<file path="src/rtl/mips_bus_pkg.sv">
// mips_bus_pkg: shared types for the CPU-to-Avalon load/store port.
// Access sizes, FSM states, read latency and alignment helpers.
package mips_bus_pkg;

  typedef enum logic [1:0] {
    SIZE_BYTE = 2'd0,
    SIZE_HALF = 2'd1,
    SIZE_WORD = 2'd2
  } size_e;

  typedef enum logic [1:0] {
    ST_IDLE = 2'd0,
    ST_BUS  = 2'd1,
    ST_RESP = 2'd2,
    ST_DONE = 2'd3
  } state_e;

  localparam int READ_LATENCY = 1;

  localparam logic [31:0] LAT_LAST =
    32'(READ_LATENCY - 1);

  // Encoding 3 is reserved and behaves as a word.
  function automatic size_e norm_size(
    input logic [1:0] s
  );
    return (s == 2'd3) ? SIZE_WORD : size_e'(s);
  endfunction

  function automatic logic is_misaligned(
    input size_e      s,
    input logic [1:0] a
  );
    return ((s == SIZE_HALF) && a[0]) ||
           ((s == SIZE_WORD) && (a != 2'd0));
  endfunction

endpackage

</file>
<file path="src/rtl/mips_bus_lane.sv">
// mips_bus_lane: byte-lane steering for little-endian loads/stores.
// In: size, signed, addr[1:0], wdata, rdata. Out: byteenable, lane wdata, extended rdata.
module mips_bus_lane
  import mips_bus_pkg::*;
(
  input  size_e       i_size,
  input  logic        i_signed,
  input  logic [1:0]  i_addr,
  input  logic [31:0] i_wdata,
  input  logic [31:0] i_rdata,
  output logic [3:0]  o_be,
  output logic [31:0] o_wdata,
  output logic [31:0] o_rdata
);

  logic [7:0]  w_byte;
  logic [15:0] w_half;

  assign w_byte = i_rdata[{i_addr, 3'b000} +: 8];
  assign w_half = i_addr[1] ? i_rdata[31:16]
                            : i_rdata[15:0];

  always_comb begin
    o_be    = 4'b1111;
    o_wdata = i_wdata;
    o_rdata = i_rdata;
    unique case (i_size)
      SIZE_BYTE: begin
        o_be    = 4'b0001 << i_addr;
        o_wdata = {4{i_wdata[7:0]}};
        o_rdata = i_signed
          ? {{24{w_byte[7]}}, w_byte}
          : {24'd0, w_byte};
      end
      SIZE_HALF: begin
        o_be    = i_addr[1] ? 4'b1100 : 4'b0011;
        o_wdata = {2{i_wdata[15:0]}};
        o_rdata = i_signed
          ? {{16{w_half[15]}}, w_half}
          : {16'd0, w_half};
      end
      default: begin
        o_be    = 4'b1111;
        o_wdata = i_wdata;
        o_rdata = i_rdata;
      end
    endcase
  end

endmodule

</file>
<file path="src/rtl/mips_bus_interface.sv">
// mips_bus_interface: one-at-a-time CPU load/store/fetch port onto an Avalon-MM master.
// CPU side: req/req_* in, busy/rsp_* out. Bus side: address/read/write/writedata/byteenable out, waitrequest/readdata in.
module mips_bus_interface
  import mips_bus_pkg::*;
#(
  parameter int unsigned TIMEOUT_CYCLES = 0
) (
  input  logic        clk,
  input  logic        reset,
  input  logic        req,
  input  logic        req_we,
  input  logic [1:0]  req_size,
  input  logic        req_signed,
  input  logic [31:0] req_addr,
  input  logic [31:0] req_wdata,
  output logic        busy,
  output logic        rsp_done,
  output logic        rsp_err,
  output logic [31:0] rsp_rdata,
  output logic [31:0] address,
  output logic        read,
  output logic        write,
  input  logic        waitrequest,
  output logic [31:0] writedata,
  output logic [3:0]  byteenable,
  input  logic [31:0] readdata
);

  state_e      r_state;
  state_e      w_next;
  logic        r_we;
  size_e       r_size;
  logic        r_signed;
  logic [1:0]  r_addr_lo;
  logic [31:0] r_cnt;
  logic        r_err;
  logic [31:0] r_rdata;
  logic [31:0] r_address;
  logic        r_read;
  logic        r_write;
  logic [31:0] r_writedata;
  logic [3:0]  r_be;

  size_e       w_req_size;
  logic        w_req_mis;
  size_e       w_ln_size;
  logic        w_ln_signed;
  logic [1:0]  w_ln_addr;
  logic [3:0]  w_ln_be;
  logic [31:0] w_ln_wdata;
  logic [31:0] w_ln_rdata;
  logic        w_accept;
  logic        w_timeout;
  logic        w_capture;

  assign w_req_size = norm_size(req_size);
  assign w_req_mis  =
    is_misaligned(w_req_size, req_addr[1:0]);

  // One lane unit: fed by the live request in
  // IDLE (store steering), by the latched
  // request afterwards (load extraction).
  assign w_ln_size   = (r_state == ST_IDLE)
                     ? w_req_size : r_size;
  assign w_ln_signed = (r_state == ST_IDLE)
                     ? req_signed : r_signed;
  assign w_ln_addr   = (r_state == ST_IDLE)
                     ? req_addr[1:0] : r_addr_lo;

  mips_bus_lane u_lane (
    .i_size   (w_ln_size),
    .i_signed (w_ln_signed),
    .i_addr   (w_ln_addr),
    .i_wdata  (req_wdata),
    .i_rdata  (readdata),
    .o_be     (w_ln_be),
    .o_wdata  (w_ln_wdata),
    .o_rdata  (w_ln_rdata)
  );

  always_comb begin
    w_next    = r_state;
    w_accept  = 1'b0;
    w_timeout = 1'b0;
    w_capture = 1'b0;
    unique case (r_state)
      ST_IDLE: begin
        if (req) begin
          w_next = w_req_mis ? ST_DONE : ST_BUS;
        end
      end
      ST_BUS: begin
        w_accept  = !waitrequest;
        w_timeout = waitrequest &&
          (TIMEOUT_CYCLES != 0) &&
          ((r_cnt + 32'd1) == TIMEOUT_CYCLES);
        if (w_accept) begin
          w_next = r_we ? ST_DONE : ST_RESP;
        end else if (w_timeout) begin
          w_next = ST_DONE;
        end
      end
      ST_RESP: begin
        w_capture = (r_cnt == LAT_LAST);
        if (w_capture) begin
          w_next = ST_DONE;
        end
      end
      ST_DONE: begin
        w_next = ST_IDLE;
      end
      default: begin
        w_next = ST_IDLE;
      end
    endcase
  end

  always_ff @(posedge clk or negedge reset) begin
    if (!reset) begin
      r_state     <= ST_IDLE;
      r_we        <= 1'b0;
      r_size      <= SIZE_BYTE;
      r_signed    <= 1'b0;
      r_addr_lo   <= 2'd0;
      r_cnt       <= 32'd0;
      r_err       <= 1'b0;
      r_rdata     <= 32'd0;
      r_address   <= 32'd0;
      r_read      <= 1'b0;
      r_write     <= 1'b0;
      r_writedata <= 32'd0;
      r_be        <= 4'd0;
    end else begin
      r_state <= w_next;
      unique case (r_state)
        ST_IDLE: begin
          if (req) begin
            r_we      <= req_we;
            r_size    <= w_req_size;
            r_signed  <= req_signed;
            r_addr_lo <= req_addr[1:0];
            r_cnt     <= 32'd0;
            if (w_req_mis) begin
              r_err   <= 1'b1;
              r_rdata <= 32'd0;
            end else begin
              r_address   <= {req_addr[31:2], 2'b00};
              r_read      <= !req_we;
              r_write     <= req_we;
              r_be        <= req_we ? w_ln_be
                                    : 4'b1111;
              r_writedata <= req_we ? w_ln_wdata
                                    : 32'd0;
            end
          end
        end
        ST_BUS: begin
          if (w_accept || w_timeout) begin
            r_read  <= 1'b0;
            r_write <= 1'b0;
            r_cnt   <= 32'd0;
            if (w_timeout) begin
              r_err   <= 1'b1;
              r_rdata <= 32'd0;
            end else if (r_we) begin
              r_err   <= 1'b0;
              r_rdata <= 32'd0;
            end
          end else begin
            r_cnt <= r_cnt + 32'd1;
          end
        end
        ST_RESP: begin
          if (w_capture) begin
            r_err   <= 1'b0;
            r_rdata <= w_ln_rdata;
          end else begin
            r_cnt <= r_cnt + 32'd1;
          end
        end
        default: begin
        end
      endcase
    end
  end

  assign busy       = (r_state != ST_IDLE);
  assign rsp_done   = (r_state == ST_DONE);
  assign rsp_err    = r_err;
  assign rsp_rdata  = r_rdata;
  assign address    = r_address;
  assign read       = r_read;
  assign write      = r_write;
  assign writedata  = r_writedata;
  assign byteenable = r_be;

endmodule

</file>
<file path="config.mk">
export PLATFORM = sky130hd
export DESIGN_NAME = mips_bus_interface
export DESIGN_NICKNAME = d
export VERILOG_FILES = /design/src/rtl/mips_bus_pkg.sv /design/src/rtl/mips_bus_lane.sv /design/src/rtl/mips_bus_interface.sv
export SDC_FILE = /design/constraint.sdc
export NUM_CORES = 1
export LEC_CHECK = 0
export CORE_MARGIN = 2
export CORE_UTILIZATION = 49
export CTS_CLUSTER_DIAMETER = 100
export DETAILED_ROUTE_END_ITERATION = 12
export PLACE_DENSITY = 0.91
export SLEW_MARGIN = 5
export SYNTH_ARGS = -nofsm -noshare
export SYNTH_HDL_FRONTEND = slang
export SYNTH_HIERARCHICAL = 1
export SYNTH_SLANG_ARGS = --single-unit
</file>
<file path="constraint.sdc">
create_clock -name clk -period 2.7 [get_ports clk]
set_input_delay 0.27 -clock clk [delete_from_list [all_inputs] [get_ports clk]]
set_output_delay 0.27 -clock clk [all_outputs]
set_load 0.05 [all_outputs]
</file>
# ---- After elaboration in Yosys (flattened, before gate mapping)
# Index checks and enable logic that the tools add are counted.
dict set report word_totals {
  register_bits 141
  inputBits 104
  out_inout_bits 105
  word_cells 95
}
dict set report op_classes {
  add_sub_neg 1
  n_eq_ne 16
  shifts 2
  n_mux 44
  n_bitwise 1
  n_reduce_logical 18
}
# cell n
set ops {}
lappend ops {{32-bit 2-to-1 mux} 11}
lappend ops {{32-bit case mux with 3 select lines} 2}
lappend ops {{32-bit case mux with 2 select lines} 2}
lappend ops {{32-bit by 1-bit adder with 32-bit output (second input constant)} 1}
lappend ops {{32-bit zero test} 1}
lappend ops {{32-bit by 6-bit indexed part select with 8-bit output} 1}
lappend ops {{2-bit inequality test (second input constant)} 9}
lappend ops {{16-bit 2-to-1 mux} 1}
lappend ops {{1-bit 2-to-1 mux} 14}
lappend ops {{2-bit 2-to-1 mux} 7}
lappend ops {{3-bit AND reduction} 3}
lappend ops {{2-bit == test (second input constant)} 4}
lappend ops {{4-bit 2-to-1 mux} 2}
lappend ops {{2-bit case mux with 4 select lines} 1}
lappend ops {{4-bit case mux with 2 select lines} 1}
lappend ops {{2-bit by 1-bit == test with 1-bit output (second input constant)} 3}
lappend ops {{6-bit AND reduction} 1}
lappend ops {{2-bit nonzero test} 3}
lappend ops {{2-bit zero test} 2}
lappend ops {{1-bit case mux with 2 select lines} 2}
lappend ops {{4-bit AND reduction} 1}
lappend ops {{1-bit by 2-bit left shift with 4-bit output (first input constant)} 1}
lappend ops {{1-bit case mux with 3 select lines} 1}
lappend ops {{3-bit nonzero test} 1}
lappend ops {{other kinds (5)} 7}

# ---- Logic depth before layout (Yosys ltp)
# Gate-level depths: netlist of the first run.
dict set report depth {
  ltp_word 8
  depth_mapped 13
  mapped_depth_nobuf 10
}

# ---- Cells and area by module
# Netlist of the first run, hierarchy kept.
# module instances cells_each area_per_inst_um2 seq_area_each_um2
set by_module_without_submodules {}
lappend by_module_without_submodules {mips_bus_interface 1 646 6582.6 3528.4}
lappend by_module_without_submodules {mips_bus_lane 1 171 1277.5 0.0}

# ---- Worst setup path after synthesis of the first run
# No wires, ideal clock.
dict set report synth_path {
  path_kind {register to register}
  from {register r_state[0]}
  to {register r_writedata[10] (netlist: writedata[10])}
  setup_ps 133
  arrival_ps 2481
  t_required_ps 2567
  path_slack_ps 86
  stages_incl_launch_ff 13
  path_buffers 4
  synth_period_minus_slack_ps 2614
  cell_sequence {dfrtp_1 inv_1 ha_1 clkbuf_1 inv_1 o21ai_0 buf_2 or2_1 clkbuf_1 buf_6 mux2_4 nand2_1 o21ai_0}
}
dict set report synth_between {
  elab_chain_len 5
  elab_cells_between_ends 7
  classes_between {eq/ne (1); mux (3); reduce/logical (3)}
}
# element line_no
set synth_lines {}
lappend synth_lines {{start: declaration} mips_bus_interface.sv:29} ;# state_e r_state;
lappend synth_lines {{start signal: assignment} mips_bus_interface.sv:134} ;# r_state <= w_next;
lappend synth_lines {{2-bit zero test (*)} mips_bus_interface.sv:63} ;# assign w_ln_size = (r_state == ST_IDLE)
lappend synth_lines {{2-bit 2-to-1 mux (*)} mips_bus_interface.sv:64} ;# ? w_req_size : r_size;
lappend synth_lines {{named net w_ln_size[0]} mips_bus_interface.sv:46} ;# size_e w_ln_size;
lappend synth_lines {{2-bit by 1-bit == test with 1-bit output or 2-bit zero test (tied branches)} mips_bus_lane.sv:27} ;# unique case (i_size)
lappend synth_lines {{32-bit case mux with 2 select lines (*)} mips_bus_lane.sv:27}
lappend synth_lines {{named net w_ln_wdata[10]} mips_bus_interface.sv:50} ;# logic [31:0] w_ln_wdata;
lappend synth_lines {{32-bit 2-to-1 mux (*)} mips_bus_interface.sv:152} ;# r_writedata <= req_we ? w_ln_wdata
lappend synth_lines {{end signal: assignment} mips_bus_interface.sv:152}
lappend synth_lines {{end: declaration} mips_bus_interface.sv:41} ;# logic [31:0] r_writedata;
# The timed path passes the listed nets; every way through them passes the cells marked *.
# A chain may end at the register's enable or synchronous reset.

# ---- Worst setup path after layout of the first run
dict set report layout_path {
  from {register r_state[0]}
  to {register r_rdata[23] (netlist: rsp_rdata[23])}
}
dict set report layout_between {
  elab_chain_len 7
  elab_cells_between_ends 24
  classes_between {eq/ne (8); shift (1); mux (11); reduce/logical (4)}
}
# element line_no
set layout_lines {}
lappend layout_lines {{2-bit zero test (*)} mips_bus_interface.sv:67} ;# assign w_ln_addr = (r_state == ST_IDLE)
lappend layout_lines {{2-bit 2-to-1 mux (*)} mips_bus_interface.sv:68} ;# ? req_addr[1:0] : r_addr_lo;
lappend layout_lines {{named net w_ln_addr[1]} mips_bus_interface.sv:48} ;# logic [1:0] w_ln_addr;
lappend layout_lines {{32-bit by 6-bit indexed part select with 8-bit output or 16-bit 2-to-1 mux (tied branches)} {mips_bus_lane.sv:19, mips_bus_lane.sv:20}}
lappend layout_lines {{32-bit 2-to-1 mux, on equally long branches} {mips_bus_lane.sv:32, mips_bus_lane.sv:39}}
lappend layout_lines {{32-bit case mux with 2 select lines (*)} mips_bus_lane.sv:27}
lappend layout_lines {{named net w_ln_rdata[23]} mips_bus_interface.sv:51} ;# logic [31:0] w_ln_rdata;
lappend layout_lines {{32-bit 2-to-1 mux (*)} mips_bus_interface.sv:174} ;# if (w_capture) begin
lappend layout_lines {{32-bit case mux with 3 select lines (*)} mips_bus_interface.sv:135} ;# unique case (r_state)
lappend layout_lines {{end signal: assignment} mips_bus_interface.sv:176} ;# r_rdata <= w_ln_rdata;
lappend layout_lines {{end: declaration} mips_bus_interface.sv:37} ;# logic [31:0] r_rdata;
# The timed path passes the listed nets; every way through them passes the cells marked *. The select of a mux whose other input is x is not followed.

==> flow_metrics.tcl, run 1 <==
set metrics [dict create \
    timing.final.max_slew_violations 0 \
    hold_viol 0 \
    p_leak_uw 0.00454 \
    first_global_vias 6823 \
    die_area_sq_um 17100 \
    worst_skew_pair.late_latency_ps 430 \
    core_region_area_sq_um 15800 \
    combinational_family_with_the_most_area_after_synthesis "simple AND/OR/NAND/NOR gates" \
    postSynthCellCount 817 \
    finalNonFillerCells 1232 \
    htreeDepth 4 \
    synthesis.area_per_instance_sq_um 9.62 \
    cp_data_arrival_time_ps 2870 \
    timing.critical_path.from "r_state[0]" \
    rsz0062_at_grt "no" \
    drc 0 \
    setup_tns_ps 0 \
    clk_transition_reported_paths_ps 60 \
    diode_count 0 \
    clock_skew_ps 9.51 \
    io_pins 209 \
    vias_per_cell 5.77 \
    min_period_ps 2570 \
    synth_compound_area_share_pct 14.4 \
    worst_ir_drop_vdd_v 0.000751 \
    cts.root.buffer_cell "sky130_fd_sc_hd__clkbuf_16" \
    flow.area_growth_from_synthesis_pct 35.9 \
    timing.setup.critical_path_class "flip-flop to flip-flop" \
    power_per_cell_area_nw_per_um2 1340 \
    timing.reg2reg.worst_path_depth 8 \
    die-width_um 131 \
    worst-slew-pin-transition_ps 649 \
    timing.rr.start "r_state[0]" \
    synth.cells.most_frequent "sky130_fd_sc_hd__dfrtp_1, sky130_fd_sc_hd__nand2_1, sky130_fd_sc_hd__o21ai_0" \
    grt_pass1_wl_mm 35.2 \
    yosys_most_used_dff "sky130_fd_sc_hd__dfrtp_1" \
    crit_path_start_kind "flip-flop" \
    cts_made_buffers 17 \
    ys_async_sr_fraction_pct 100 \
    end_kind "flip-flop" \
    worst_setup_path_endpoint "rsp_rdata[23]" \
    grt_max_degree 107 \
    critical_path_peak_fanout 16 \
    grt_overflow_total 0 \
    netlist.area_leader.share_pct 44.9 \
    drt-initial-drc-count 710 \
    proportion_of_layout_cells_with_a_drive_suffix_above_1_pct 13.2 \
    max_cap_viol_count 0 \
    yosys.area_share.xor_xnor_pct 0.446 \
    wl_mm 22.8 \
    clock_tree.buffer_depth 2 \
    setup_violations 0 \
    port-buffer-count 206 \
    worst_r2r_endpoint "rsp_rdata[23]" \
    finalWeightedCongestion 0.897 \
    floorplan.initialDensity_pct 49.8 \
    fmax_mhz 389 \
    yosys-mux-area-fraction_pct 15.2 \
    dpl.hpwl_mm 15.7 \
    outcome "completed" \
    tritoncts "built" \
    overall_global_routing_usage_pct 26.6 \
    library_cells_used_by_synthesis 59 \
    rows 46 \
    synth_simple_gate_area_share_pct 16.9 \
    pre_cts_setup_slack_ps 77.9 \
    routed-via-count 7108 \
    antenna_violating_nets_left 0 \
    dp.cells 1199 \
    netlist_area_sq_um 7860 \
    adder_cell_fraction_of_synth_area_pct 1.11 \
    number_of_antenna_violations_at_the_first_check_in_global_routing 0 \
    final.period_utilization_pct 95.1 \
    routedWlPerCell_um 18.5 \
    synth_seq_cells 141 \
    die-height_um 131 \
    synth_top_cells_by_area "sky130_fd_sc_hd__dfrtp_1, sky130_fd_sc_hd__mux2_2, sky130_fd_sc_hd__nand2_1, sky130_fd_sc_hd__mux2i_1, sky130_fd_sc_hd__o21ai_0" \
    tritoncts_num_sinks 141 \
    yosysTopAreaCell "sky130_fd_sc_hd__dfrtp_1" \
    fillers 1184 \
    worstHoldPathType "input pin to asynchronous set/reset pin" \
    design.final.nets 1114 \
    cp.required_ps 3010 \
    r2r_slack_ps 130 \
    synth_seq_area_share_pct 44.9 \
    synth_edf_count 0 \
    ys_warn_count 6 \
    timing.slew.headroom_pct 56.8 \
    drt-pass1-iter-count 5 \
    final_worst_setup_slack_ps 131 \
]
[report_power, final]
part           leakage, uW  total [uW]  switching [uW]  internal (uW)
Combinational      0.00240        8520            5390           3130
Sequential         0.00184        3320             454           2870
Clock             0.000300        2430             943           1490
Total              0.00454       14300            6780           7490
[sequential cells by signal, indices dropped and copies added, names as in the netlist, 2 cells and up]
signal,flops
address,30
byteenable,4
r_addr_lo,2
r_cnt,32
r_size,2
r_state,2
rsp_rdata,32
writedata,32
[cells by family (layout without fill, tap and decap cells)]
kind of cell,count (synthesis),count (layout)
other cells,1,2
flops,141,141
fa+ha+maj,7,7
mux,108,108
simple gates,270,270
compound gates,175,175
xor+xnor,4,4
buf+inv,111,309
[cells in the final DEF, fill, tap and decap left out, types with 3 or more instances in the layout]
master / synthesis / layout
sky130_fd_sc_hd__clkbuf_16: 0 / 17
sky130_fd_sc_hd__a221o_1: 7 / 7
sky130_fd_sc_hd__dfrtp_1: 141 / 141
sky130_fd_sc_hd__a31oi_1: 8 / 8
sky130_fd_sc_hd__o22ai_1: 18 / 18
sky130_fd_sc_hd__clkinv_2: 0 / 3
sky130_fd_sc_hd__o311ai_0: 3 / 3
sky130_fd_sc_hd__nand2b_1: 5 / 5
sky130_fd_sc_hd__nor4_1: 5 / 5
sky130_fd_sc_hd__inv_6: 0 / 4
sky130_fd_sc_hd__nand3_1: 24 / 24
sky130_fd_sc_hd__mux2_2: 48 / 48
sky130_fd_sc_hd__o21ai_0: 73 / 72
sky130_fd_sc_hd__nor2_1: 28 / 28
sky130_fd_sc_hd__buf_12: 0 / 3
sky130_fd_sc_hd__nor4_2: 3 / 3
sky130_fd_sc_hd__a22oi_1: 8 / 8
sky130_fd_sc_hd__nand4_1: 11 / 11
sky130_fd_sc_hd__nand2_1: 141 / 141
sky130_fd_sc_hd__and2_1: 5 / 5
sky130_fd_sc_hd__xor2_1: 4 / 4
sky130_fd_sc_hd__and3_1: 4 / 4
sky130_fd_sc_hd__nor2b_1: 24 / 23
sky130_fd_sc_hd__o31ai_1: 19 / 18
sky130_fd_sc_hd__o41ai_1: 3 / 3
sky130_fd_sc_hd__mux2_4: 9 / 9
sky130_fd_sc_hd__ha_1: 7 / 7
sky130_fd_sc_hd__nor3_1: 4 / 4
sky130_fd_sc_hd__a21oi_1: 10 / 10
sky130_fd_sc_hd__o21bai_1: 3 / 3
sky130_fd_sc_hd__o221ai_1: 8 / 8
sky130_fd_sc_hd__bufinv_16: 0 / 3
sky130_fd_sc_hd__mux2i_1: 50 / 50
sky130_fd_sc_hd__inv_1: 46 / 46
sky130_fd_sc_hd__clkdlybuf4s50_1: 0 / 204
sky130_fd_sc_hd__buf_4: 10 / 22
[critical path, stage by stage (launching register included)]
cell,delay (ps)
sky130_fd_sc_hd__dfrtp_1,420
sky130_fd_sc_hd__inv_1,110
sky130_fd_sc_hd__ha_1,260
sky130_fd_sc_hd__mux2_2,450
sky130_fd_sc_hd__mux2_4,330
sky130_fd_sc_hd__a31oi_4,490
sky130_fd_sc_hd__o22ai_1,200
sky130_fd_sc_hd__nand2_1,110
sky130_fd_sc_hd__mux2i_1,80
[worst min path at each step]
stage	end	slack (ps)
finish	r_cnt[11]	440
global route	address[23]	450
CTS	address[16]	440
detailed placement	address[13]	320
global placement	r_cnt[11]	320
floorplan	address[10]	-30
[routing by layer]
layer	share of wire, %	global-route usage, %
met4	3.3	11.7
met1	39	33.3
met5	0	0
met2	50	44.3
met3	7.1	5.99
[per-stage QoR]
| stage | hold WS, ps | total power [uW] | util (%) | area (sq um) |
|---|---|---|---|---|
| after detailed placement | 325 | 11700 | 63.7 | 10000 |
| after CTS | 445 | 14200 | 67.6 | 10700 |
| after global routing | 451 | 14900 | 67.7 | 10700 |
| after global placement | 324 | 11500 | 63.7 | 10000 |
| final | 442 | 14300 | 67.7 | 10700 |
| after floorplan | -25.6 | 9240 | - | 7860 |
[layout make-up]
class / count / area, sq um / area share, %
Multi-Input combinational cell: 566 / 3810 / 35.7
Sequential cell: 141 / 3530 / 33.0
Timing Repair Buffer: 231 / 2290 / 21.4
Clock buffer: 20 / 447 / 4.18
Tap cell: 216 / 270 / 2.53
Inverter: 46 / 173 / 1.62
Clock inverter: 12 / 158 / 1.48
[timing repair]
action | CTS | global route
endpoints found under the hold margin | 64 | 0
setup buffers | 0 | 0
resized for setup | 0 | 5
hold buffers | 1 | 0
setup endpoints to repair | 0 | 30
No activity file was read; power rests on OpenSTA's default activity.
==> run 2, diff against run 1 <==
CAP_MARGIN = 20   (was unset)
==> results of run 2 <==
Same layout as run 1: the final DEF is identical, and so are final timing and power.
==> run 3, diff against run 2 <==
CORE_MARGIN = unset   (was 2)
==> run 3 against run 2 <==
Effect of this change: via count decreased by 1.9%; core utilization increased by 1.1 points; global-route usage increased by 0.59 points; non-clock buffer count decreased by 5; first-iteration DRC count decreased by 37%; clock-buffer cell count decreased by 2; critical path type unchanged.
==> flow_metrics.tcl, run 3 (synthesis results as in run 1) <==
set metrics [dict create \
    outcome "completed" \
    core_region_area_sq_um 15400 \
    design.final.nets 1109 \
    die-width_um 129 \
    rows 45 \
    worst_skew_pair.late_latency_ps 430 \
    max_cap_viol_count 0 \
    tritoncts "built" \
    setup_violations 0 \
    final.period_utilization_pct 95.8 \
    proportion_of_layout_cells_with_a_drive_suffix_above_1_pct 12.7 \
    htreeDepth 4 \
    cts.root.buffer_cell "sky130_fd_sc_hd__clkbuf_16" \
    grt_pass1_wl_mm 34.8 \
    port-buffer-count 206 \
    min_period_ps 2590 \
    grt_max_degree 107 \
    cp.required_ps 3040 \
    setup_tns_ps 0 \
    routed-via-count 6970 \
    number_of_antenna_violations_at_the_first_check_in_global_routing 0 \
    timing.reg2reg.worst_path_depth 8 \
    fin_worst_hold_slack_ps 413 \
    dpl.hpwl_mm 15.2 \
    fmax_mhz 387 \
    layout_common_cells "sky130_fd_sc_hd__clkdlybuf4s50_1, sky130_fd_sc_hd__nand2_1, sky130_fd_sc_hd__dfrtp_1" \
    p_leak_uw 0.00449 \
    drt-initial-drc-count 446 \
    first_global_vias 6818 \
    worst-slew-pin-transition_ps 661 \
    overall_global_routing_usage_pct 27.2 \
    timing.slew.headroom_pct 55.9 \
    clock_tree.buffer_depth 2 \
    die-height_um 129 \
    layout_commonest_cell "sky130_fd_sc_hd__clkdlybuf4s50_1" \
    clk_transition_reported_paths_ps 60 \
    timing.rr.start "r_state[1]" \
    drt-pass1-iter-count 5 \
    crit_path_start_kind "flip-flop" \
    timing.final.max_slew_violations 0 \
    hold_viol 0 \
    flow.area_growth_from_synthesis_pct 35.1 \
    wl_mm 21.9 \
    end_kind "flip-flop" \
    power_per_cell_area_nw_per_um2 1330 \
    vias_per_cell 5.70 \
    die_area_sq_um 16600 \
    diode_count 0 \
    timing.setup.critical_path_class "flip-flop to flip-flop" \
    worstHoldPathType "input pin to asynchronous set/reset pin" \
    worst_ir_drop_vdd_v 0.000902 \
    tritoncts_num_sinks 141 \
    finalWeightedCongestion 0.871 \
    worst_r2r_endpoint "rsp_rdata[4]" \
    critical_path_peak_fanout 11 \
    clock_skew_ps 9.80 \
    floorplan.initialDensity_pct 50.9 \
    routedWlPerCell_um 17.9 \
    drc 0 \
    io_pins 209 \
    cts_made_buffers 17 \
    fillers 1158 \
    antenna_violating_nets_left 0 \
    r2r_slack_ps 110 \
    cp_data_arrival_time_ps 2930 \
    grt_overflow_total 0 \
]
==> run 3: report_power, final <==
group          total [uW]  leakage [uW]  switching [uW]  internal, uW
Clock                2290      0.000272             933          1360
Combinational        8480       0.00238            5350          3130
Sequential           3320       0.00184             452          2870
==> run 3: worst max path at each step <==
| stage | start | to | cells after the start |
|---|---|---|---|
| 2_1_floorplan | r_state[0] | writedata[10] | 12 |
| 3_3_place_gp | r_state[1] | rsp_rdata[31] | 8 |
| 3_5_place_dp | r_state[1] | rsp_rdata[29] | 8 |
| 4_1_cts | r_state[1] | rsp_rdata[29] | 8 |
| 5_1_grt | r_state[1] | rsp_rdata[4] | 8 |
| 6_report | r_state[1] | rsp_rdata[4] | 8 |
==> run 3: metrics by stage <==
stage	instance area [sq um]	setup WS [ps]	total power, uW	util, %	instances
2_1_floorplan	7860	85.9	9240	-	818
3_3_place_gp	10000	140	11500	64.9	1188
3_5_place_dp	10000	1.36	11700	64.9	1188
4_1_cts	10600	8.55	14000	68.7	1221
5_1_grt	10600	-13.4	14800	68.8	1222
6_report	10600	114	14100	68.8	1222
==> run 3: cell type report <==
type | instances | area, sq um | share of cell area (%)
Clock buffer | 18 | 429 | 4.04
Clock inverter | 14 | 145 | 1.37
Inverter | 46 | 173 | 1.63
Multi-Input combinational cell | 566 | 3800 | 35.8
Sequential cell | 141 | 3530 | 33.2
Tap cell | 211 | 264 | 2.49
Timing Repair Buffer | 226 | 2280 | 21.5
==> run 3: routing by layer <==
layer	vias up	GRT usage [%]	wire length, um
li1	3231	-	-
met1	3347	33.2	8760
met2	346	45.5	10700
met3	46	7.36	1790
met4	0	11.3	671
met5	-	0	0
==> run 3: worst max-delay path, cell delays in order (launching register included) <==
cell and delay, ps:
sky130_fd_sc_hd__dfrtp_1 430, sky130_fd_sc_hd__inv_1 130, sky130_fd_sc_hd__ha_2 330, sky130_fd_sc_hd__mux2_2 440, sky130_fd_sc_hd__nor2b_1 190, sky130_fd_sc_hd__nor3_2 510
sky130_fd_sc_hd__a221o_1 250, sky130_fd_sc_hd__nand2_1 50, sky130_fd_sc_hd__mux2i_1 170
==> run 3: what timing repair did <==
| item | in CTS | in global routing |
|---|---|---|
| hold buffers | 1 | 0 |
| buffers inserted | 0 | 1 |
| gates resized for setup | 0 | 2 |
| hold endpoints to repair | 67 | 0 |
| endpoints found under the setup margin | 0 | 40 |
